$ cat config.mk
export PLATFORM = sky130hd
export DESIGN_NAME = ps2_scan_rx
export DESIGN_NICKNAME = d
export VERILOG_FILES = /design/src/rtl/ps2_scan_rx.sv
export SDC_FILE = /design/constraint.sdc
export NUM_CORES = 1
export LEC_CHECK = 0
export BUFFER_PORTS_ARGS = -buffer_cell sky130_fd_sc_hd__buf_2
export CORE_MARGIN = 4
export CORE_UTILIZATION = 50
export CTS_BUF_LIST = sky130_fd_sc_hd__clkbuf_4 sky130_fd_sc_hd__clkbuf_8 sky130_fd_sc_hd__clkbuf_16
export CTS_CLUSTER_DIAMETER = 40
export DETAILED_ROUTE_END_ITERATION = 6
export PLACE_DENSITY = 0.65
export SLEW_MARGIN = 20
export SYNTH_ARGS = -nofsm -noshare
export SYNTH_HDL_FRONTEND = slang
export SYNTH_SLANG_ARGS = --single-unit
$ cat constraint.sdc
create_clock -name CLK -period 5.16 [get_ports CLK]
set_clock_uncertainty 0.2 [all_clocks]
set_input_delay 0 -clock CLK [delete_from_list [all_inputs] [get_ports CLK]]
set_output_delay 0 -clock CLK [all_outputs]
set_load 0.005 [all_outputs]
$ cat src/rtl/ps2_scan_rx.sv
// ps2_scan_rx: PS/2 keyboard receiver.
// Oversamples the PS/2 lines on a divided tick, deglitches the keyboard clock,
// frames 11-bit packets, folds E0/F0 prefixes into make/break events and
// queues them in a first-word-fall-through FIFO with a valid/ready handshake.
module ps2_scan_rx #(
    parameter int CLK_DIV    = 250,
    parameter int FILT_LEN   = 4,
    parameter int TIMEOUT    = 4000,
    parameter int FIFO_DEPTH = 8
) (
    input  logic       CLK,
    input  logic       RST_N,
    input  logic       PS2_CLK,
    input  logic       PS2_DATA,
    input  logic       EV_READY,
    input  logic       CLR_OVF,
    output logic       EV_VALID,
    output logic [7:0] EV_CODE,
    output logic       EV_EXT,
    output logic       EV_BREAK,
    output logic       FRAME_ERR,
    output logic       OVERFLOW
);

    localparam int DIV_W = (CLK_DIV > 1) ? $clog2(CLK_DIV) : 1;
    localparam int RUN_W = $clog2(FILT_LEN + 1);
    localparam int TO_W  = $clog2(TIMEOUT + 1);
    localparam int PTR_W = (FIFO_DEPTH > 1) ? $clog2(FIFO_DEPTH) : 1;
    localparam int CNT_W = PTR_W + 1;
    localparam int EV_W  = 10;

    typedef enum logic [1:0] {
        S_IDLE  = 2'd0,
        S_RECV  = 2'd1,
        S_CHECK = 2'd2
    } state_t;

    // ------------------------------------------------------------------
    // Reset: asserts immediately, releases on a clock edge
    // ------------------------------------------------------------------
    logic rst_meta_reg;
    logic rst_n_int;

    // Two-flop reset release so every flop leaves reset on the same edge
    always_ff @(posedge CLK or negedge RST_N) begin
        if (!RST_N) begin
            rst_meta_reg <= 1'b0;
            rst_n_int    <= 1'b0;
        end else begin
            rst_meta_reg <= 1'b1;
            rst_n_int    <= rst_meta_reg;
        end
    end

    // ------------------------------------------------------------------
    // Input synchronisers (idle line level is 1)
    // ------------------------------------------------------------------
    logic clk_meta_reg, clk_sync_reg;
    logic dat_meta_reg, dat_sync_reg;

    // Bring the asynchronous keyboard lines into the CLK domain
    always_ff @(posedge CLK or negedge rst_n_int) begin
        if (!rst_n_int) begin
            clk_meta_reg <= 1'b1;
            clk_sync_reg <= 1'b1;
            dat_meta_reg <= 1'b1;
            dat_sync_reg <= 1'b1;
        end else begin
            clk_meta_reg <= PS2_CLK;
            clk_sync_reg <= clk_meta_reg;
            dat_meta_reg <= PS2_DATA;
            dat_sync_reg <= dat_meta_reg;
        end
    end

    // ------------------------------------------------------------------
    // Sample tick
    // ------------------------------------------------------------------
    logic [DIV_W-1:0] div_cnt_reg;
    logic             tick;

    assign tick = (div_cnt_reg == DIV_W'(CLK_DIV - 1));

    // Free-running divider, one tick every CLK_DIV cycles
    always_ff @(posedge CLK or negedge rst_n_int) begin
        if (!rst_n_int) begin
            div_cnt_reg <= '0;
        end else if (tick) begin
            div_cnt_reg <= '0;
        end else begin
            div_cnt_reg <= div_cnt_reg + 1'b1;
        end
    end

    // ------------------------------------------------------------------
    // Clock deglitch filter and bit strobe
    // ------------------------------------------------------------------
    logic             filt_clk_reg, filt_clk_next;
    logic [RUN_W-1:0] run_reg, run_next;
    logic             strobe;
    logic             bit_in;

    // Count consecutive ticks that disagree with the filtered level
    always_comb begin
        filt_clk_next = filt_clk_reg;
        run_next      = run_reg;
        if (tick) begin
            if (clk_sync_reg == filt_clk_reg) begin
                run_next = '0;
            end else if (run_reg == RUN_W'(FILT_LEN - 1)) begin
                filt_clk_next = clk_sync_reg;
                run_next      = '0;
            end else begin
                run_next = run_reg + 1'b1;
            end
        end
    end

    // Filter state register
    always_ff @(posedge CLK or negedge rst_n_int) begin
        if (!rst_n_int) begin
            filt_clk_reg <= 1'b1;
            run_reg      <= '0;
        end else begin
            filt_clk_reg <= filt_clk_next;
            run_reg      <= run_next;
        end
    end

    // A bit is taken on the tick where the filtered clock falls
    assign strobe = filt_clk_reg & ~filt_clk_next;
    assign bit_in = dat_sync_reg;

    // ------------------------------------------------------------------
    // Frame FSM
    // ------------------------------------------------------------------
    state_t          state_reg, state_next;
    logic [3:0]      bit_cnt_reg, bit_cnt_next;
    logic [10:0]     shift_reg, shift_next;
    logic [TO_W-1:0] to_cnt_reg, to_cnt_next;
    logic            frame_ok;
    logic            timeout_hit;
    logic            frame_err_next, byte_stb_next;

    // Frame bits land LSB-first: [0]=start, [8:1]=data, [9]=parity, [10]=stop
    assign frame_ok    = ~shift_reg[0] & shift_reg[10] & (^shift_reg[9:1]);
    assign timeout_hit = (to_cnt_reg >= TO_W'(TIMEOUT));

    // State and frame datapath registers
    always_ff @(posedge CLK or negedge rst_n_int) begin
        if (!rst_n_int) begin
            state_reg   <= S_IDLE;
            bit_cnt_reg <= '0;
            shift_reg   <= '0;
            to_cnt_reg  <= '0;
        end else begin
            state_reg   <= state_next;
            bit_cnt_reg <= bit_cnt_next;
            shift_reg   <= shift_next;
            to_cnt_reg  <= to_cnt_next;
        end
    end

    // Next-state logic: start detection, bit shifting, timeout abort
    always_comb begin
        state_next   = state_reg;
        bit_cnt_next = bit_cnt_reg;
        shift_next   = shift_reg;
        to_cnt_next  = to_cnt_reg;
        case (state_reg)
            S_IDLE: begin
                to_cnt_next = '0;
                if (strobe && !bit_in) begin
                    state_next   = S_RECV;
                    bit_cnt_next = 4'd1;
                    shift_next   = {bit_in, shift_reg[10:1]};
                end
            end
            S_RECV: begin
                if (strobe) begin
                    shift_next   = {bit_in, shift_reg[10:1]};
                    bit_cnt_next = bit_cnt_reg + 4'd1;
                    to_cnt_next  = '0;
                    if (bit_cnt_reg == 4'd10) begin
                        state_next = S_CHECK;
                    end
                end else if (timeout_hit) begin
                    state_next  = S_IDLE;
                    to_cnt_next = '0;
                end else if (tick) begin
                    to_cnt_next = to_cnt_reg + 1'b1;
                end
            end
            S_CHECK: begin
                state_next = S_IDLE;
            end
            default: begin
                state_next = S_IDLE;
            end
        endcase
    end

    // Output logic: error on a bad frame or an abandoned one, byte on a good frame
    always_comb begin
        frame_err_next = 1'b0;
        byte_stb_next  = 1'b0;
        case (state_reg)
            S_RECV:  frame_err_next = ~strobe & timeout_hit;
            S_CHECK: begin
                frame_err_next = ~frame_ok;
                byte_stb_next  = frame_ok;
            end
            default: ;
        endcase
    end

    logic       frame_err_reg;
    logic       byte_stb_reg;
    logic [7:0] byte_reg;

    // Register the FSM outputs and capture the data byte while in CHECK
    always_ff @(posedge CLK or negedge rst_n_int) begin
        if (!rst_n_int) begin
            frame_err_reg <= 1'b0;
            byte_stb_reg  <= 1'b0;
            byte_reg      <= '0;
        end else begin
            frame_err_reg <= frame_err_next;
            byte_stb_reg  <= byte_stb_next;
            if (state_reg == S_CHECK) begin
                byte_reg <= shift_reg[8:1];
            end
        end
    end

    assign FRAME_ERR = frame_err_reg;

    // ------------------------------------------------------------------
    // Prefix decoder
    // ------------------------------------------------------------------
    logic            ext_reg, brk_reg;
    logic            push;
    logic [EV_W-1:0] push_data;

    assign push      = byte_stb_reg && (byte_reg != 8'hE0) && (byte_reg != 8'hF0);
    assign push_data = {byte_reg, ext_reg, brk_reg};

    // Track E0/F0 prefixes; any other byte closes the event and clears them
    always_ff @(posedge CLK or negedge rst_n_int) begin
        if (!rst_n_int) begin
            ext_reg <= 1'b0;
            brk_reg <= 1'b0;
        end else if (frame_err_reg) begin
            ext_reg <= 1'b0;
            brk_reg <= 1'b0;
        end else if (byte_stb_reg) begin
            case (byte_reg)
                8'hE0:   ext_reg <= 1'b1;
                8'hF0:   brk_reg <= 1'b1;
                default: begin
                    ext_reg <= 1'b0;
                    brk_reg <= 1'b0;
                end
            endcase
        end
    end

    // ------------------------------------------------------------------
    // Event FIFO (first word fall through)
    // ------------------------------------------------------------------
    logic [PTR_W-1:0] wr_ptr_reg, rd_ptr_reg;
    logic [CNT_W-1:0] cnt_reg;
    logic             fifo_full, fifo_empty;
    logic             pop, wr_en, drop;
    logic [EV_W-1:0]  entry_rd [FIFO_DEPTH];
    logic [EV_W-1:0]  head;
    logic             ovf_reg;

    assign fifo_full  = (cnt_reg == CNT_W'(FIFO_DEPTH));
    assign fifo_empty = (cnt_reg == '0);
    assign pop        = ~fifo_empty & EV_READY;
    assign wr_en      = push & (~fifo_full | pop);
    assign drop       = push & fifo_full & ~pop;

    // One storage word per FIFO slot
    genvar gi;
    generate
        for (gi = 0; gi < FIFO_DEPTH; gi++) begin : g_entry
            logic [EV_W-1:0] entry_reg;

            // Slot written only when the write pointer selects it
            always_ff @(posedge CLK) begin
                if (wr_en && (wr_ptr_reg == PTR_W'(gi))) begin
                    entry_reg <= push_data;
                end
            end

            assign entry_rd[gi] = entry_reg;
        end
    endgenerate

    assign head = entry_rd[rd_ptr_reg];

    // Pointers and occupancy; pointers wrap naturally at the power-of-2 depth
    always_ff @(posedge CLK or negedge rst_n_int) begin
        if (!rst_n_int) begin
            wr_ptr_reg <= '0;
            rd_ptr_reg <= '0;
            cnt_reg    <= '0;
        end else begin
            if (wr_en) begin
                wr_ptr_reg <= wr_ptr_reg + 1'b1;
            end
            if (pop) begin
                rd_ptr_reg <= rd_ptr_reg + 1'b1;
            end
            if (wr_en && !pop) begin
                cnt_reg <= cnt_reg + 1'b1;
            end else if (!wr_en && pop) begin
                cnt_reg <= cnt_reg - 1'b1;
            end
        end
    end

    // Sticky overflow; a drop in the same cycle as a clear keeps it set
    always_ff @(posedge CLK or negedge rst_n_int) begin
        if (!rst_n_int) begin
            ovf_reg <= 1'b0;
        end else if (drop) begin
            ovf_reg <= 1'b1;
        end else if (CLR_OVF) begin
            ovf_reg <= 1'b0;
        end
    end

    assign OVERFLOW = ovf_reg;
    assign EV_VALID = ~fifo_empty;
    assign {EV_CODE, EV_EXT, EV_BREAK} = fifo_empty ? '0 : head;

endmodule

==> flow_summary.ini, run 1 <==
[setup_path]
crit_required_ns = 5.25
rr_startpoint = byte_reg[2]
critPathCaptureType = flip-flop
crit_type = flip-flop to flip-flop
reg2reg_slack_ns = 1.88
path_max_fanout = 13
start_kind = flip-flop
endpoint = cnt_reg[3]
crit_start = byte_reg[2]
rr_endpoint = cnt_reg[3]
critPathArrivalTime_ns = 3.37
reg2reg_depth = 12

[floorplanning]
num_rows = 41
die_w_um = 121.7
die_y_um = 121.7
io_pins = 19
start_util_pct = 51.18
fp.dieArea_mm2 = 0.01480
core_area_mm2 = 0.01262

[synth]
syn-cell-area_mm2 = 0.006459
yosysWarnings = 0
async_reset_ff_share_pct = 46.67
synth_top_area_share_pct = 37.19
synth_edf_count = 80
ys_seq_area_share_pct = 64.41
yosysTopAreaCell = edfxtp_1
yosys.area_share.simple_pct = 8.446
ys_ff_latch = 150
syn_nets = 461
postSynthAreaPerCell_um2 = 14.88
synthAdderAreaFrac_pct = 4.184
synth_compound_area_share_pct = 5.347
synthTopCellsByArea = edfxtp_1 (37%), dfrtp_1 (25%), mux4_2 (7.0%)
synth_xor_area_share_pct = 2.654
netlist_instances = 434
yosys-mux-area-fraction_pct = 12.84
ys_types = 54
synth_top_family_by_area = multiplexers
synth_flop_cell = edfxtp_1

[power]
power_switching_w = 0.0007147
p_int_w = 0.002253
clkPwrFrac_pct = 40.6
leakage_nw = 3.128
swShare_pct = 24.08
p_per_area_mw_per_mm2 = 400.9
p_comb_share_pct = 12.8
power.share.sequential_pct = 46.6
ir_worst_vdd_v = 0.0001553

[job]
drv_cap = 0

[sta]
fin_crit_sh_pct = 63.54
hold_viol = 0
worst_pin_slew_ns = 1.020
finalMaxSlewViolations = 0
tns_ns = 0
fin_crit_ns = 3.279
maxSlewHeadroom_pct = 32.00
setup_viol = 0
fin_ws_ns = 1.881
fmax_mhz = 305.0
rsz0062_at_grt = false

[grt]
grt_antenna_before_repair = 0
grt_usage_pct = 17.40
grt_pass1_wl_um = 19370
first_global_vias = 3650
grt_max_degree = 69
grt_overflow_total = 0

[clock_tree]
clk_latency_ns = 0.41
cts_tree = built
cts-hold-fix-buffers = 8
htreeDepth = 4
cts_sinks = 150
cts_resized = 0
cts_buffers = 17
clock_path_buffers = 2
cts_setup_buffers = 0
root_buffer = clkbuf_16
clk_pin_slew_ns = 0.06

[place]
dp_slack_ns = 1.665
dp.cells = 615
gp_congestion = 0.7601
io_buffers = 18
dp_hpwl_um = 7330

[routing]
first_iter_violations = 239
routed_wl_um = 11590
wl_per_cell_um = 17.69
via_count = 3596
drc = 0
first_pass_iters = 4
ant_nets = 0
vias_per_cell = 5.490

[final_layout]
diodes = 0
final_common_cell = edfxtp_1
layout.cells.non_filler = 655
drive_gt1_share_pct = 22.15
final_cell_mix = edfxtp_1 (80), dfrtp_1 (64), nor2_1 (26), nand2_1 (25), mux2_2 (23)
largest_reg_flops = 80
area_delta_synth_final_pct = 14.61
layout.nets = 497

[run_status]
status = finished, final reports clean

[hold_path]
min_path_type = input port to flip-flop
[Yosys cell counts (all sizes together) (2+ instances only)]
master and count:
buf 6, or3 3, a22o 3, dfstp 5, nor3 13, nand3b 3
nor2 26, a21oi 9, o21ai 24, nand2b 2, o22ai 2, nand4 2
o21a 2, and3 6, and3b 2, xor2 3, o41ai 2, mux4 20
nand3 13, nor2b 3, inv 16, a21o 4, xnor2 14, nand2 25
edfxtp 80, and2 2, dfrtp 65, mux2 23, clkbuf 6, o31ai 4
ha 20, mux2i 12
[layer usage]
metal / wire length, µm / vias to the layer above / global-route usage [%]
met4: 195 / 0 / 6.513
met3: 363 / 17 / 4.271
met2: 5937 / 56 / 28.57
li1: - / 1704 / -
met5: 0 / - / 0
met1: 5091 / 1819 / 22.63
[logic make-up (layout without fill, tap and decap cells)]
group,after synthesis,count (layout)
and+or+nand+nor,106,106
xor gates and xnor gates,18,18
muxes,55,55
adders and majority gates,21,21
other,1,1
buffers and inverters,28,77
AOI/OAI and AO/OA,55,55
DFF,150,150
[stage by stage]
stage          hold WS [ns]  utilization, %  power [W]  cell area (µm²)
4_1_cts             0.01130           58.59   0.002994             7393
2_1_floorplan       -0.4956               -   0.001665             6459
3_3_place_gp        -0.4154           53.26   0.001778             6721
5_1_grt             0.04088           58.66   0.003107             7402
3_5_place_dp        -0.4137           53.26   0.001786             6721
6_report            0.03325           58.66   0.002968             7402
[critical path: stages (launching register included)]
cell and delay [ns]:
dfrtp_1 0.50, nand4b_1 0.18, o41ai_1 0.07, buf_4 0.16, nor2b_1 0.62, ha_1 0.30, inv_1 0.10, ha_1 0.29
a21o_1 0.18, a21oi_1 0.19, xnor2_1 0.14, nor2_1 0.07, xor2_1 0.15
[how the worst min path moves through the flow]
| stage | to | slack [ns] | start | cells past startpoint |
|---|---|---|---|---|
| CTS | clk_meta_reg | 0.01 | PS2_CLK | 2 |
| global route | clk_meta_reg | 0.04 | PS2_CLK | 2 |
| detailed placement | rst_meta_reg | -0.41 | RST_N | 1 |
| floorplan | rst_meta_reg | -0.50 | RST_N | 0 |
| global placement | rst_meta_reg | -0.42 | RST_N | 1 |
| finish | clk_meta_reg | 0.03 | PS2_CLK | 2 |
[power groups by stage]
stage	clock (W)	combinational (W)	sequential, W
floorplan	0	0.000321	0.00134
global placement	0	0.000378	0.00140
detailed placement	0	0.000386	0.00140
CTS	0.00122	0.000391	0.00138
global route	0.00129	0.000427	0.00139
finish	0.00121	0.000381	0.00138
[final cells by class]
class                           count  area [µm²]
Tap cell                          172       215.2
Inverter                           16       60.06
Clock inverter                      7       70.07
Multi-Input combinational cell    256        2181
Sequential cell                   150        4161
Fill cell                        1035        5218
Timing Repair Buffer               29       192.7
Clock buffer                       25       521.8
Power figures use the tool's default switching activity.
==> run 2, diff against run 1 <==
==> constraint.sdc (replaced) <==
create_clock -name CLK -period 3.2 [get_ports CLK]
set_clock_uncertainty 0.2 [all_clocks]
set_input_delay 0 -clock CLK [delete_from_list [all_inputs] [get_ports CLK]]
set_output_delay 0 -clock CLK [all_outputs]
set_load 0.005 [all_outputs]
==> flow_summary.ini, run 2 (synthesized netlist as in run 1, its figures left out) <==
[run_status]
status = finished, final reports clean

[place]
dp_hpwl_um = 7549
place_area_mm2 = 0.006779
gp_congestion = 0.8143
io_buffers = 18

[power]
p_int_w = 0.003769
p_comb_share_pct = 12.5
power_w = 0.004932
power_switching_w = 0.001162
leakage_nw = 3.177
p_per_area_mw_per_mm2 = 659.7
swShare_pct = 23.57
power.share.sequential_pct = 45.1
clkPwrFrac_pct = 42.3
ir_worst_vdd_v = 0.0002892

[clock_tree]
root_buffer = clkbuf_16
htreeDepth = 4
cts_sinks = 150
clock_path_buffers = 2
cts_buffers = 17
cts_setup_buffers = 0
cts_tree = built
clk_pin_slew_ns = 0.06
clk_latency_ns = 0.42

[final_layout]
area_delta_synth_final_pct = 15.75
diodes = 0
drive_gt1_share_pct = 22.95
largest_reg_flops = 80
design_area_mm2 = 0.007476
layout.nets = 502
final_common_cell = edfxtp_1
final_cell_mix = edfxtp_1 (80), dfrtp_1 (64), nor2_1 (26), nand2_1 (25), mux2_2 (23)

[setup_path]
worst-path-buf-inv = 2
rr_startpoint = byte_reg[2]
crit_start = byte_reg[2]
critPathArrivalTime_ns = 2.90
cp_slowest_cell = dfrtp_1
crit_type = flip-flop to flip-flop
critPathCaptureType = flip-flop
path_max_fanout = 10
critPathMaxStageDelay_ns = 0.47
critPathTopFamily = compound AO/OA/AOI/OAI gates
rr_endpoint = cnt_reg[3]
reg2reg_depth = 12
reg2reg_slack_ns = 0.40
path_depth = 12
endpoint = cnt_reg[3]
start_kind = flip-flop
critPathMostFrequentCell = ha_1
path_cells = nand4b_1, o41ai_1, buf_4, nor2b_1, ha_1, inv_1, ha_1, a21o_1, a21oi_1, xnor2_1, nor2_1, xor2_1
crit_required_ns = 3.30

[job]
drv_cap = 0

[routing]
first_iter_violations = 159
vias_per_cell = 5.430
via_count = 3584
wl_per_cell_um = 17.37
drc = 0
first_pass_iters = 4
ant_nets = 0
routed_wl_um = 11460

[sta]
fmax_mhz = 356.9
hold_viol = 0
finalMaxSlewViolations = 0
maxSlewHeadroom_pct = 31.19
fin_crit_sh_pct = 87.55
fin_crit_ns = 2.802
tns_ns = 0
setup_viol = 0
rsz0062_at_grt = false
hold_ws_ns = 0.01757
worst_pin_slew_ns = 1.032

[hold_path]
min_path_type = input port to flip-flop

[grt]
first_global_vias = 3705
grt_overflow_total = 0
grt_max_degree = 37
grt_antenna_before_repair = 0
grt_usage_pct = 17.35
grt_pass1_wl_um = 19310

[floorplanning]
num_rows = 41
die_y_um = 121.7
fp.dieArea_mm2 = 0.01480
start_util_pct = 51.18
io_pins = 19
core_area_mm2 = 0.01262
die_w_um = 121.7
==> run 2: cell count changes in the layout (fill, tap and decap cells not counted), sizes merged <==
cell         before  now
buf              21   27
bufinv            1    4
clkbuf           25   19
clkinv            2    6
clkinvlp          4    2
dlygate4sd3       8    7
inv              16   17
==> run 2: layout make-up <==
cell class | count | area, µm²
Clock buffer | 19 | 446.7
Multi-Input combinational cell | 256 | 2172
Tap cell | 172 | 215.2
Inverter | 16 | 60.06
Fill cell | 1021 | 5144
Clock inverter | 13 | 180.2
Timing Repair Buffer | 34 | 240.2
Sequential cell | 150 | 4161
==> run 2: per-stage QoR <==
step | worst slack (ns) | instances | utilization, %
4_1_cts | 0.3661 | 660 | 59.24
3_3_place_gp | 0.4556 | 621 | 53.72
3_5_place_dp | 0.3669 | 621 | 53.72
2_1_floorplan | 0.3604 | 434 | -
6_report | 0.3985 | 660 | 59.24
5_1_grt | 0.2160 | 660 | 59.24
==> run 2: how the worst min path moves through the flow <==
| stage | startpoint | to | cells past startpoint |
|---|---|---|---|
| finish | PS2_DATA | dat_meta_reg | 2 |
| global route | PS2_DATA | dat_meta_reg | 2 |
| CTS | PS2_DATA | dat_meta_reg | 2 |
| detailed placement | RST_N | rst_meta_reg | 1 |
| floorplan | RST_N | rst_meta_reg | 0 |
| global placement | RST_N | rst_meta_reg | 1 |
==> run 2: power groups by stage <==
stage / clock (W) / sequential [W] / combinational [W]
2_1_floorplan: 0 / 0.00217 / 0.000517
3_3_place_gp: 0 / 0.00226 / 0.000617
3_5_place_dp: 0 / 0.00227 / 0.000628
4_1_cts: 0.00213 / 0.00224 / 0.000634
5_1_grt: 0.00221 / 0.00224 / 0.000681
6_report: 0.00209 / 0.00223 / 0.000619
==> run 2: what timing repair did <==
action                    CTS  global route
resized for setup           0             0
hold endpoints to repair    8             0
hold buffers                7             0
==> run 2: metal layers <==
| metal | global-route usage [%] | vias up | part of all wire [%] |
|---|---|---|---|
| met5 | 0 | - | 0 |
| met1 | 21.79 | 1795 | 43 |
| met4 | 6.513 | 0 | 1.5 |
| met3 | 3.853 | 17 | 3.6 |
| met2 | 29.60 | 61 | 52 |
| li1 | - | 1711 | - |
==> run 3, diff against run 2 <==
--- a/config.mk
+++ b/config.mk
@@ -11,6 +11,7 @@
 export CTS_BUF_LIST = sky130_fd_sc_hd__clkbuf_4 sky130_fd_sc_hd__clkbuf_8 sky130_fd_sc_hd__clkbuf_16
 export CTS_CLUSTER_DIAMETER = 40
 export DETAILED_ROUTE_END_ITERATION = 6
+export HOLD_SLACK_MARGIN = 0.08
 export PLACE_DENSITY = 0.65
 export SLEW_MARGIN = 20
 export SYNTH_ARGS = -nofsm -noshare
==> flow_summary.ini, run 3 (synthesized netlist as in run 1, its figures left out) <==
[final_layout]
final_common_cell = edfxtp_1
drive_gt1_share_pct = 22.86
fin_util_pct = 59.40
largest_reg_flops = 80
final_cell_mix = edfxtp_1 (80), dfrtp_1 (64), nor2_1 (26), nand2_1 (25), mux2_2 (23)
diodes = 0
area_delta_synth_final_pct = 16.06
layout.nets = 504

[setup_path]
rr_startpoint = byte_reg[2]
critPathArrivalTime_ns = 2.90
path_depth = 12
critPathTopFamily = compound AO/OA/AOI/OAI gates
crit_required_ns = 3.30
reg2reg_slack_ns = 0.40
endpoint = cnt_reg[3]
critPathCaptureType = flip-flop
path_max_fanout = 10
critPathMaxStageDelay_ns = 0.48
critPathMostFrequentCell = ha_1
crit_type = flip-flop to flip-flop
rr_endpoint = cnt_reg[3]
path_cells = nand4b_1, o41ai_1, buf_4, nor2b_1, ha_1, inv_1, ha_1, a21o_1, a21oi_1, xnor2_1, nor2_1, xor2_1
start_kind = flip-flop
crit_start = byte_reg[2]
worst-path-buf-inv = 2
cp_slowest_cell = dfrtp_1
reg2reg_depth = 12

[floorplanning]
io_pins = 19
fp.dieArea_mm2 = 0.01480
core_area_mm2 = 0.01262
die_w_um = 121.7
start_util_pct = 51.18
die_y_um = 121.7
num_rows = 41

[place]
io_buffers = 18
gp_congestion = 0.8143
dp_hpwl_um = 7549

[routing]
first_iter_violations = 201
ant_nets = 0
wl_per_cell_um = 17.35
routed_wl_um = 11490
via_count = 3596
vias_per_cell = 5.432
first_pass_iters = 4
drc = 0

[grt]
grt_max_degree = 37
grt_usage_pct = 17.38
grt_overflow_total = 0
first_global_vias = 3717
grt_antenna_before_repair = 0
grt_pass1_wl_um = 19350

[power]
p_per_area_mw_per_mm2 = 657.3
power_switching_w = 0.001156
swShare_pct = 23.47
p_int_w = 0.003771
power.share.sequential_pct = 45.2
power_w = 0.004927
clkPwrFrac_pct = 42.2
p_comb_share_pct = 12.6
ir_worst_vdd_v = 0.0002876
leakage_nw = 3.186

[clock_tree]
cts_tree = built
htreeDepth = 4
clk_latency_ns = 0.42
cts_buffers = 17
cts_resized = 0
cts-hold-fix-buffers = 9
root_buffer = clkbuf_16
cts_sinks = 150
clk_pin_slew_ns = 0.06
clock_path_buffers = 2
cts_setup_buffers = 0

[sta]
maxSlewHeadroom_pct = 31.53
finalMaxSlewViolations = 0
tns_ns = 0
rsz0062_at_grt = false
worst_pin_slew_ns = 1.027
fin_crit_sh_pct = 87.54
fin_crit_ns = 2.801
fmax_mhz = 357.0
hold_viol = 0
setup_viol = 0

[hold_path]
min_path_type = flip-flop to async pin

[run_status]
status = finished, final reports clean

[job]
drv_cap = 0
==> run 3: area by class of cell <==
class	count	area, µm²
fillers	1022	5124
flip-flops and latches	150	4161
multi-input cells	256	2172
clock buffers	19	446.7
repair buffers	36	260.3
well taps	172	215.2
clock inverters	13	180.2
inverters	16	60.06
==> run 3: worst min path at each step <==
stage,from,end
after CTS,rst_meta_reg,rst_n_int
after global placement,RST_N,rst_meta_reg
after global routing,rst_meta_reg,rst_n_int
after detailed placement,RST_N,rst_meta_reg
after floorplan,RST_N,rst_meta_reg
final,rst_n_int,cnt_reg[2]
==> run 3: metrics by stage <==
step           hold slack (ns)  std cells  instance area (µm²)  worst slack [ns]
3_3_place_gp           -0.4147        621                 6779            0.4556
5_1_grt                 0.1599        662                 7496            0.2160
2_1_floorplan          -0.4956        434                 6459            0.3604
3_5_place_dp           -0.4115        621                 6779            0.3669
4_1_cts                 0.1516        662                 7496            0.3661
6_report                0.1484        662                 7496            0.3987
==> run 3: layer usage <==
layer / vias to the layer above / track usage, % / wire length [µm]
met5: - / 0 / 0
li1: 1708 / - / -
met4: 0 / 6.513 / 114
met2: 62 / 29.67 / 6114
met1: 1817 / 21.82 / 4848
met3: 9 / 3.853 / 413
==> run 3: power by group through the flow <==
stage / clock, W / sequential, W / combinational, W
CTS: 0.00213 / 0.00224 / 0.000636
detailed placement: 0 / 0.00227 / 0.000628
floorplan: 0 / 0.00217 / 0.000517
global route: 0.00221 / 0.00224 / 0.000684
finish: 0.00208 / 0.00223 / 0.000621
global placement: 0 / 0.00226 / 0.000617
